[config.mk]
export PLATFORM = sky130hd
export DESIGN_NAME = sv_audio_dma
export DESIGN_NICKNAME = d
export VERILOG_FILES = /design/src/rtl/sv_audio_dma.sv
export SDC_FILE = /design/constraint.sdc
export NUM_CORES = 1
export LEC_CHECK = 0
export BUFFER_PORTS_ARGS = -buffer_cell sky130_fd_sc_hd__buf_2
export CORE_ASPECT_RATIO = 0.9
export CORE_MARGIN = 1
export CORE_UTILIZATION = 45
export CTS_CLUSTER_DIAMETER = 80
export DETAILED_ROUTE_END_ITERATION = 12
export PLACE_DENSITY_LB_ADDON = 0.12
export SLEW_MARGIN = 20
export SYNTH_ARGS = -nofsm -noshare
export SYNTH_HDL_FRONTEND = slang
export SYNTH_SLANG_ARGS = --single-unit
export TNS_END_PERCENT = 5
[constraint.sdc]
create_clock -name clk -period 7.1 [get_ports clk]
set_clock_uncertainty 0.1 [all_clocks]
set_input_delay 1.065 -clock clk [delete_from_list [all_inputs] [get_ports clk]]
set_output_delay 1.065 -clock clk [all_outputs]
set_load 0.02 [all_outputs]
[src/rtl/sv_audio_dma.sv]
// Audio DMA reader: fetches packed 4-bit PCM over a request/acknowledge read
// port, keeps one byte prefetched, and plays one nibble per sample tick.
module sv_audio_dma #(
    parameter logic [23:0] DIV = 24'd83886
) (
    input  logic        clk,
    input  logic        rst_n,
    input  logic [7:0]  DMA_addr_lo,
    input  logic [7:0]  DMA_addr_hi,
    input  logic [7:0]  DMA_length,
    input  logic [7:0]  DMA_ctrl,
    input  logic [7:0]  DMA_trigger,
    input  logic        trig_we,
    output logic        mem_rd,
    output logic [15:0] mem_addr,
    input  logic [7:0]  mem_din,
    input  logic        mem_ack,
    output logic [3:0]  sample,
    output logic        busy,
    output logic        done,
    output logic        underrun
);

    typedef enum logic [1:0] {IDLE, FILL, PLAY} state_t;
    // PH_NEXT: the low nibble has been played, the next tick needs a new byte.
    typedef enum logic [1:0] {PH_HIGH, PH_LOW, PH_NEXT} phase_t;

    state_t      state, state_next;
    phase_t      phase;
    logic [23:0] acc;
    logic        base_tick;
    logic [1:0]  rate_cnt;
    logic        sample_tick;
    logic [15:0] addr;
    logic [12:0] fetch_cnt;
    logic [12:0] play_cnt;
    logic [12:0] blk_len;
    logic [7:0]  buf_data;
    logic        buf_valid;
    logic [7:0]  cur;
    logic        start;
    logic        stop;
    logic        ack_ok;
    logic        unused_bits;

    assign start       = trig_we && DMA_trigger[7];
    assign stop        = trig_we && !DMA_trigger[7];
    // A trigger write wins over an acknowledge in the same cycle.
    assign ack_ok      = mem_ack && mem_rd && !trig_we;
    assign sample_tick = base_tick && (rate_cnt == DMA_ctrl[1:0]);
    assign blk_len     = {(DMA_length == 8'd0) ? 9'd256 : {1'b0, DMA_length}, 4'b0000};
    assign unused_bits = ^{DMA_ctrl[7:2], DMA_trigger[6:0]};

    // Phase accumulator: carry out is the one-cycle base tick.
    always_ff @(posedge clk or negedge rst_n) begin
        if (!rst_n) begin
            acc       <= '0;
            base_tick <= 1'b0;
        end else begin
            // NOTE: non-blocking so every register updates from pre-edge values.
            {base_tick, acc} <= {1'b0, acc} + {1'b0, DIV};
        end
    end

    // Rate divider: counts base ticks, wraps at the programmed interval.
    always_ff @(posedge clk or negedge rst_n) begin
        if (!rst_n)
            rate_cnt <= 2'd0;
        else if (start)
            rate_cnt <= 2'd0;
        else if (base_tick)
            rate_cnt <= (rate_cnt == DMA_ctrl[1:0]) ? 2'd0 : rate_cnt + 2'd1;
    end

    // State register and registered busy flag.
    always_ff @(posedge clk or negedge rst_n) begin
        if (!rst_n) begin
            state <= IDLE;
            busy  <= 1'b0;
        end else begin
            state <= state_next;
            busy  <= (state_next != IDLE);
        end
    end

    // Next-state decode: trigger writes override the playback flow.
    always_comb begin
        // NOTE: default assigned first so no latch is inferred.
        state_next = state;
        if (start) begin
            state_next = FILL;
        end else if (stop) begin
            state_next = IDLE;
        end else begin
            case (state)
                FILL: if (buf_valid) state_next = PLAY;
                PLAY: begin
                    if (sample_tick && phase == PH_NEXT) begin
                        if (play_cnt == 13'd0)
                            state_next = IDLE;
                        else if (!buf_valid)
                            state_next = FILL;
                    end
                end
                default: state_next = state;
            endcase
        end
    end

    // Fetch engine and nibble playback datapath.
    always_ff @(posedge clk or negedge rst_n) begin
        if (!rst_n) begin
            // NOTE: data registers are reset too so the outputs start known.
            mem_rd    <= 1'b0;
            mem_addr  <= 16'h0000;
            sample    <= 4'h0;
            done      <= 1'b0;
            underrun  <= 1'b0;
            addr      <= 16'h0000;
            fetch_cnt <= 13'd0;
            play_cnt  <= 13'd0;
            buf_data  <= 8'h00;
            buf_valid <= 1'b0;
            cur       <= 8'h00;
            phase     <= PH_HIGH;
        end else begin
            done <= 1'b0;
            if (start) begin
                addr      <= {DMA_addr_hi, DMA_addr_lo};
                fetch_cnt <= blk_len;
                play_cnt  <= blk_len;
                buf_valid <= 1'b0;
                underrun  <= 1'b0;
                mem_rd    <= 1'b0;
            end else if (stop) begin
                mem_rd <= 1'b0;
                sample <= 4'h0;
            end else begin
                // Fetch: one outstanding read, only into an empty buffer.
                if (ack_ok) begin
                    buf_data  <= mem_din;
                    buf_valid <= 1'b1;
                    addr      <= addr + 16'd1;
                    fetch_cnt <= fetch_cnt - 13'd1;
                    mem_rd    <= 1'b0;
                end else if (!mem_rd && state != IDLE && fetch_cnt != 13'd0 && !buf_valid) begin
                    mem_rd   <= 1'b1;
                    mem_addr <= addr;
                end

                // Playback: buffer valid and an outstanding read never coexist.
                case (state)
                    FILL: begin
                        if (buf_valid) begin
                            cur       <= buf_data;
                            buf_valid <= 1'b0;
                            phase     <= PH_HIGH;
                        end
                    end
                    PLAY: begin
                        if (sample_tick) begin
                            case (phase)
                                PH_HIGH: begin
                                    sample <= cur[7:4];
                                    phase  <= PH_LOW;
                                end
                                PH_LOW: begin
                                    sample   <= cur[3:0];
                                    play_cnt <= play_cnt - 13'd1;
                                    phase    <= PH_NEXT;
                                end
                                default: begin
                                    if (play_cnt == 13'd0) begin
                                        sample <= 4'h0;
                                        done   <= 1'b1;
                                    end else if (buf_valid) begin
                                        cur       <= buf_data;
                                        sample    <= buf_data[7:4];
                                        buf_valid <= 1'b0;
                                        phase     <= PH_LOW;
                                    end else begin
                                        underrun <= 1'b1;
                                        sample   <= 4'h0;
                                    end
                                end
                            endcase
                        end
                    end
                    default: ;
                endcase
            end
        end
    end

endmodule

; ---- Word level (Yosys, flattened, before mapping)
; Cells that the tools add are included.
[op_classes]
n_addsub = 5
eq_ne = 15
muxes = 64
bitwise_logic = 3
reduce_logical = 37
[ops]
columns = op, n
row1 = $mux 13, 8
row2 = $mux 16, 3
row3 = $mux 8, 4
row4 = $mux 2, 13
row5 = $sub 13x1->13 const B, 2
row6 = $add 24x17->25 const B, 1
row7 = $mux 1, 24
row8 = $mux 4, 5
row9 = $reduce_bool 2->1, 10
row10 = $add 16x1->16 const B, 1
row11 = $pmux 8 s2, 1
row12 = $logic_not 13->1, 1
row13 = $reduce_bool 13->1, 1
row14 = $ne 2x2->1 const B, 6
row15 = $pmux 2 s2, 3
row16 = $reduce_and 6->1, 2
row17 = $logic_and 1x1->1, 9
row18 = $mux 9, 1
row19 = $logic_not 8->1, 1
row20 = $ne 4x4->1 const B, 2
row21 = $pmux 4 s2, 1
row22 = $reduce_and 4->1, 2
row23 = $reduce_and 7->1, 1
row24 = $reduce_and 3->1, 2
row25 = other kinds (12), 20
[word_totals]
regBits = 114
in_bits = 52
output_inout_bits = 24

; ---- Longest topological paths before layout
[logic_depth]
ltp_word = 10
depth_mapped = 8

; ---- Least setup slack after synthesis
; No wires, ideal clock.
[synth_timing]
path_type = input to register
start = input port trig_we
end = register mem_addr[0]
setup_ns = 0.125
arrival_ns = 2.651
required_ns = 6.875
setup_slack_ns = 4.225
path_stages = 5
path_buffers = 2
path_cell_list = clkbuf_1 -> or4_1 -> a31oi_4 -> buf_2 -> mux2_2
[synth_between]
elab_chain_len = 4
word_cells_on_any_way = 8
classes_between = bitwise: 3 / reduce/logical: 5
[synth_lines]
columns = element, line_no
row1 = from (decl), 13  ; input logic trig_we,
row2 = $logic_not 1->1, 49  ; assign ack_ok = mem_ack && mem_rd && !trig_we;
row3 = $logic_and 1x1->1, 49
row4 = $not 1->1 (no source line), n/a
row5 = $reduce_and 4->1 (no source line) (*), n/a
row6 = to (signal assigned), 148  ; mem_addr <= addr;
row7 = to (decl), 15  ; output logic [15:0] mem_addr,
; Mark *: on every way between the ends. The rest lies on a longest branch, timed or not.
; A chain may end at the register's enable or synchronous reset.

; ---- Final worst setup path
[layout_timing]
start = input port trig_we
end = register addr[12]
[layout_between]
elab_chain_len = 4
word_cells_on_any_way = 8
classes_between = eq/ne: 1 / mux: 1 / reduce/logical: 6
[layout_lines]
columns = element, line_no
row1 = $logic_not 1->1, 49
row2 = $logic_and 1x1->1, 49
row3 = $reduce_bool 2->1 (no source line), n/a
row4 = $reduce_and 2->1 (no source line), n/a
row5 = to (signal assigned), 129  ; addr <= {DMA_addr_hi, DMA_addr_lo};
row6 = to (signal assigned), 143  ; addr <= addr + 16'd1;
row7 = to (decl), 34  ; logic [15:0] addr;
; Parallel ways exist; a longest one is shown, timed or not.

==> Implementation_results.wiki <==
{| class="wikitable"
! Metric !! Value
|-
| Primary flip-flop cell chosen by synthesis mapping || sky130_fd_sc_hd__dfrtp_1
|-
| Slew at the pin with the worst max-slew slack || 0.988 ns
|-
| TritonCTS Sinks || 113
|-
| Adder-Cell Fraction of Synth Area || 0.0205
|-
| Complex-gate fraction of the synthesized area || 0.123
|-
| Total Wirelength || 11.7 mm
|-
| Syn Nets || 588
|-
| Final Hold Fails || 0
|-
| Count of inserted antenna diode cells || 0
|-
| End point of the most critical hold path || acc[22]
|-
| Via count of the first global-routing pass || 3989
|-
| Mapped Area || 5480 sq um
|-
| Flop2flop setup slack || 4.33 ns
|-
| Post-Place Worst Slack || 3.39 ns
|-
| Placeable core region || 11700 sq um
|-
| Category of the critical setup timing path || input pin to flop
|-
| Met2 layer wire length in the routed design || 5.24 mm
|-
| Fraction of power consumed by combinational cells || 0.162
|-
| Setup repair after global routing missed its margin || false
|-
| Simple-gate portion of the synthesized area || 0.189
|-
| Switching Power || 541 uW
|-
| Worst Min Path Start || acc[22]
|-
| PnR worst setup slack || 4.11 ns
|-
| Min Clock Period, post-route || 2.99 ns
|-
| Outcome || complete, no violations
|-
| Met1 Routed Length || 5.71 mm
|-
| Instance count on the critical path || 6
|-
| Top routing layer in use || met4
|-
| Critical-path maximum fanout || 20
|-
| Clock-pin slew of the registers on the worst-case setup and hold paths || 0.05 ns
|-
| Ports || 76
|-
| Overall routing resource usage || 0.204
|-
| Cell-by-cell listing of the critical path || buf_2 -> nand3b_1 -> nor4_2 -> nand2_1 -> xnor2_1 -> o21ai_0
|-
| First-pass GRT wire length || 19.9 mm
|-
| Headroom to the max-slew limit || 0.340
|-
| Areal power density over the cells || 298 nW/um^2
|-
| Number of buffers created by CTS || 17
|-
| Number of DRC markers after the initial detailed-route iteration || 314
|-
| Reported max-cap violation count || 0
|-
| Main combinational cell family by area after synthesis || simple AND/OR/NAND/NOR gates
|-
| Worst R2R Start || state[0]
|-
| Synth Warn # || 0
|-
| Maximum number of pins on one net before global-route repair || 60
|-
| Post-DR vias/cell || 5.47
|-
| Max Buffers Root-to-Sink || 2
|-
| Total number of placement rows || 37
|-
| R2r worst-path depth || 7
|-
| Count of port buffers added during placement || 62
|-
| Power share of the sequential group || 0.429
|-
| Peak ir drop on the vdd network || 0.178 mV
|-
| Share of cells above drive strength 1 || 0.220
|-
| Leftover overflow at the end of global routing || 0
|-
| First drt pass iteration count || 5
|-
| Number of antenna violations at the first check in global routing || 0
|-
| Postcts setup bufs || 0
|-
| Synthesized netlist cell count || 527
|-
| Die width || 118 microns
|-
| Worst R2R End || play_cnt[8]
|-
| Clock power frac || 0.409
|-
| Commonest non-fill, non-tap cell in the layout || sky130_fd_sc_hd__dfrtp_1
|-
| Number of buffers inserted for hold repair after clock tree synthesis || 0
|-
| Cell at the root of the clock tree || sky130_fd_sc_hd__clkbuf_16
|-
| Share of the synthesized netlist area taken by xor and xnor gates || 0.0607
|-
| Wire length per cell after detailed routing || 15.4 microns
|-
| Peak clock frequency supported by timing || 0.334 GHz
|-
| Number of stages on the worst hold path || 1
|-
| Pins over their slew limit || 0
|-
| Final weighted congestion in routability-driven placement || 0.784
|-
| Count of final setup violators || 0
|-
| Required arrival time at the worst endpoint || 7.28 ns
|-
| Number of unique standard cell types used by synthesis || 56
|-
| CTS tree || done
|-
| Switching power share of the total || 0.279
|-
| Crit path max-delay cell type || sky130_fd_sc_hd__nor4_2
|-
| Most frequent cells in the layout || 113 x sky130_fd_sc_hd__dfrtp_1, 63 x sky130_fd_sc_hd__nand2_1, 61 x sky130_fd_sc_hd__buf_2
|-
| Total number of vias || 4164
|-
| Flop and latch count out of synthesis || 113
|-
| Worst hold slack || 0.365 ns
|-
| Mux cell area share after synthesis || 0.0623
|-
| Category of cells accounting for the largest share of critical-path delay || simple AND/OR/NAND/NOR gates
|-
| Synth-to-layout area growth || 18.5%
|-
| Final HPWL DP || 8.07 mm
|-
| Number of synthesized flops with an enable pin || 0
|-
| Post-route DRC violation count || 0
|-
| Height of the die || 107 microns
|-
| Starting density of the core || 0.470
|-
| Endpoint type of the worst setup path || flop
|-
| Static leakage || 0.00284 uW
|-
| Final period utilization || 0.421
|-
| Crit path launch type || input pin
|-
| Routed wl met3 || 595 microns
|-
| Post-route antenna net violation count || 0
|-
| CP bufs+invs || 1
|-
| Int Power || 1400 uW
|-
| Number of cells upsized or downsized after cts || 0
|-
| Fraction of synthesis flops using an asynchronous set or reset pin || 1.00
|-
| Count of nets after finishing || 653
|-
| Clock latency on the worst-skew pair || 0.42 ns
|-
| CTS H-tree depth || 4
|-
| Class of the tightest hold or removal check || flop to flop
|-
| Summed negative setup slack over all endpoints || 0 ns
|-
| WP data arrival || 3.17 ns
|-
| Slowest Stage Delay on Critical Path || 0.83 ns
|-
| Area of the die || 12600 sq um
|-
| Sequential cell area fraction in the yosys report || 0.516
|-
| Mean instance size in the synthesized netlist || 10.4 sq um
|}
-- per-stage QoR --
step	std cells	cell area [sq um]	utilization	power [uW]
after floorplan	527	5480	-	1040
after global placement	729	5940	0.509	1150
after detailed placement	729	5940	0.509	1160
after CTS	761	6490	0.557	1970
after global routing	761	6500	0.557	2040
final	761	6500	0.557	1940
-- Yosys cell counts, types with 5 or more instances --
cell,instances,area (sq um)
sky130_fd_sc_hd__clkbuf_1,17,63.8
sky130_fd_sc_hd__ha_1,9,113
sky130_fd_sc_hd__inv_1,23,86.3
sky130_fd_sc_hd__and3_1,7,43.8
sky130_fd_sc_hd__o21ai_0,32,160
sky130_fd_sc_hd__o211ai_1,8,60.1
sky130_fd_sc_hd__dfrtp_1,113,2830
sky130_fd_sc_hd__nand4_1,9,56.3
sky130_fd_sc_hd__nor3_1,12,60.1
sky130_fd_sc_hd__xnor2_1,24,210
sky130_fd_sc_hd__nand3_1,26,130
sky130_fd_sc_hd__a211oi_1,5,37.5
sky130_fd_sc_hd__nor2_1,30,113
sky130_fd_sc_hd__nor2b_1,6,37.5
sky130_fd_sc_hd__or4_1,5,37.5
sky130_fd_sc_hd__or3_1,5,31.3
sky130_fd_sc_hd__o311ai_0,5,43.8
sky130_fd_sc_hd__a311oi_1,5,43.8
sky130_fd_sc_hd__xor2_1,14,123
sky130_fd_sc_hd__nor4_1,13,81.3
sky130_fd_sc_hd__mux2_2,25,282
sky130_fd_sc_hd__mux2i_1,6,60.1
sky130_fd_sc_hd__a21oi_1,16,80.1
sky130_fd_sc_hd__nand2_1,63,236
-- power by group through the flow --
stage | registers (uW) | logic, uW | clock network, uW
6_report | 832 | 313 | 793
5_1_grt | 848 | 346 | 844
4_1_cts | 833 | 317 | 816
3_5_place_dp | 843 | 314 | 0
3_3_place_gp | 837 | 308 | 0
2_1_floorplan | 870 | 171 | 0
-- logic make-up (layout without fill, tap and decap cells) --
group	count (synthesis)	after routing
adder cells (fa/ha/maj)	9	9
AO/OA/AOI/OAI	97	97
XOR/XNOR	38	38
AND/OR/NAND/NOR	198	198
buffers and inverters	41	119
flip-flops	113	113
multiplexers	31	31
-- worst reg2reg max path, cell delays in order, from the launching register on --
cell	delay, ns
sky130_fd_sc_hd__dfrtp_1	0.40
sky130_fd_sc_hd__inv_1	0.12
sky130_fd_sc_hd__ha_1	0.32
sky130_fd_sc_hd__nor2b_1	0.27
sky130_fd_sc_hd__nand4_1	0.40
sky130_fd_sc_hd__or4_4	0.67
sky130_fd_sc_hd__o211ai_1	0.18
sky130_fd_sc_hd__o311ai_0	0.17
-- metal layers --
| layer | vias up | global-route usage |
|---|---|---|
| li1 | 2038 | - |
| met1 | 2026 | 0.282 |
| met2 | 90 | 0.302 |
| met3 | 10 | 0.0527 |
| met4 | 0 | 0.0888 |
| met5 | - | 0 |
-- registers in the layout (all words and copies together), names as in the netlist --
register   cells
acc           23
addr          16
base_tick      1
buf_data       8
buf_valid      1
busy           1
cur            8
done           1
fetch_cnt     13
mem_addr      16
mem_rd         1
phase          2
play_cnt      13
rate_cnt       2
sample         4
state          2
underrun       1
-- final cells by class --
cell class | instances | area [sq um]
Clock buffer | 20 | 437
Clock inverter | 12 | 118
Sequential cell | 113 | 2830
Fill cell | 1039 | 5170
Tap cell | 156 | 195
Multi-Input combinational cell | 373 | 2510
Timing Repair Buffer | 64 | 328
Inverter | 23 | 86.3
-- how the worst max path moves through the flow --
stage	from	slack, ns	endpoint
after floorplan	trig_we	4.22	mem_addr[0]
final	trig_we	4.11	addr[12]
after global routing	trig_we	3.94	addr[12]
after global placement	trig_we	3.50	addr[12]
after detailed placement	trig_we	3.39	addr[12]
after CTS	trig_we	3.83	addr[12]
(Power assumes the default switching activity.)
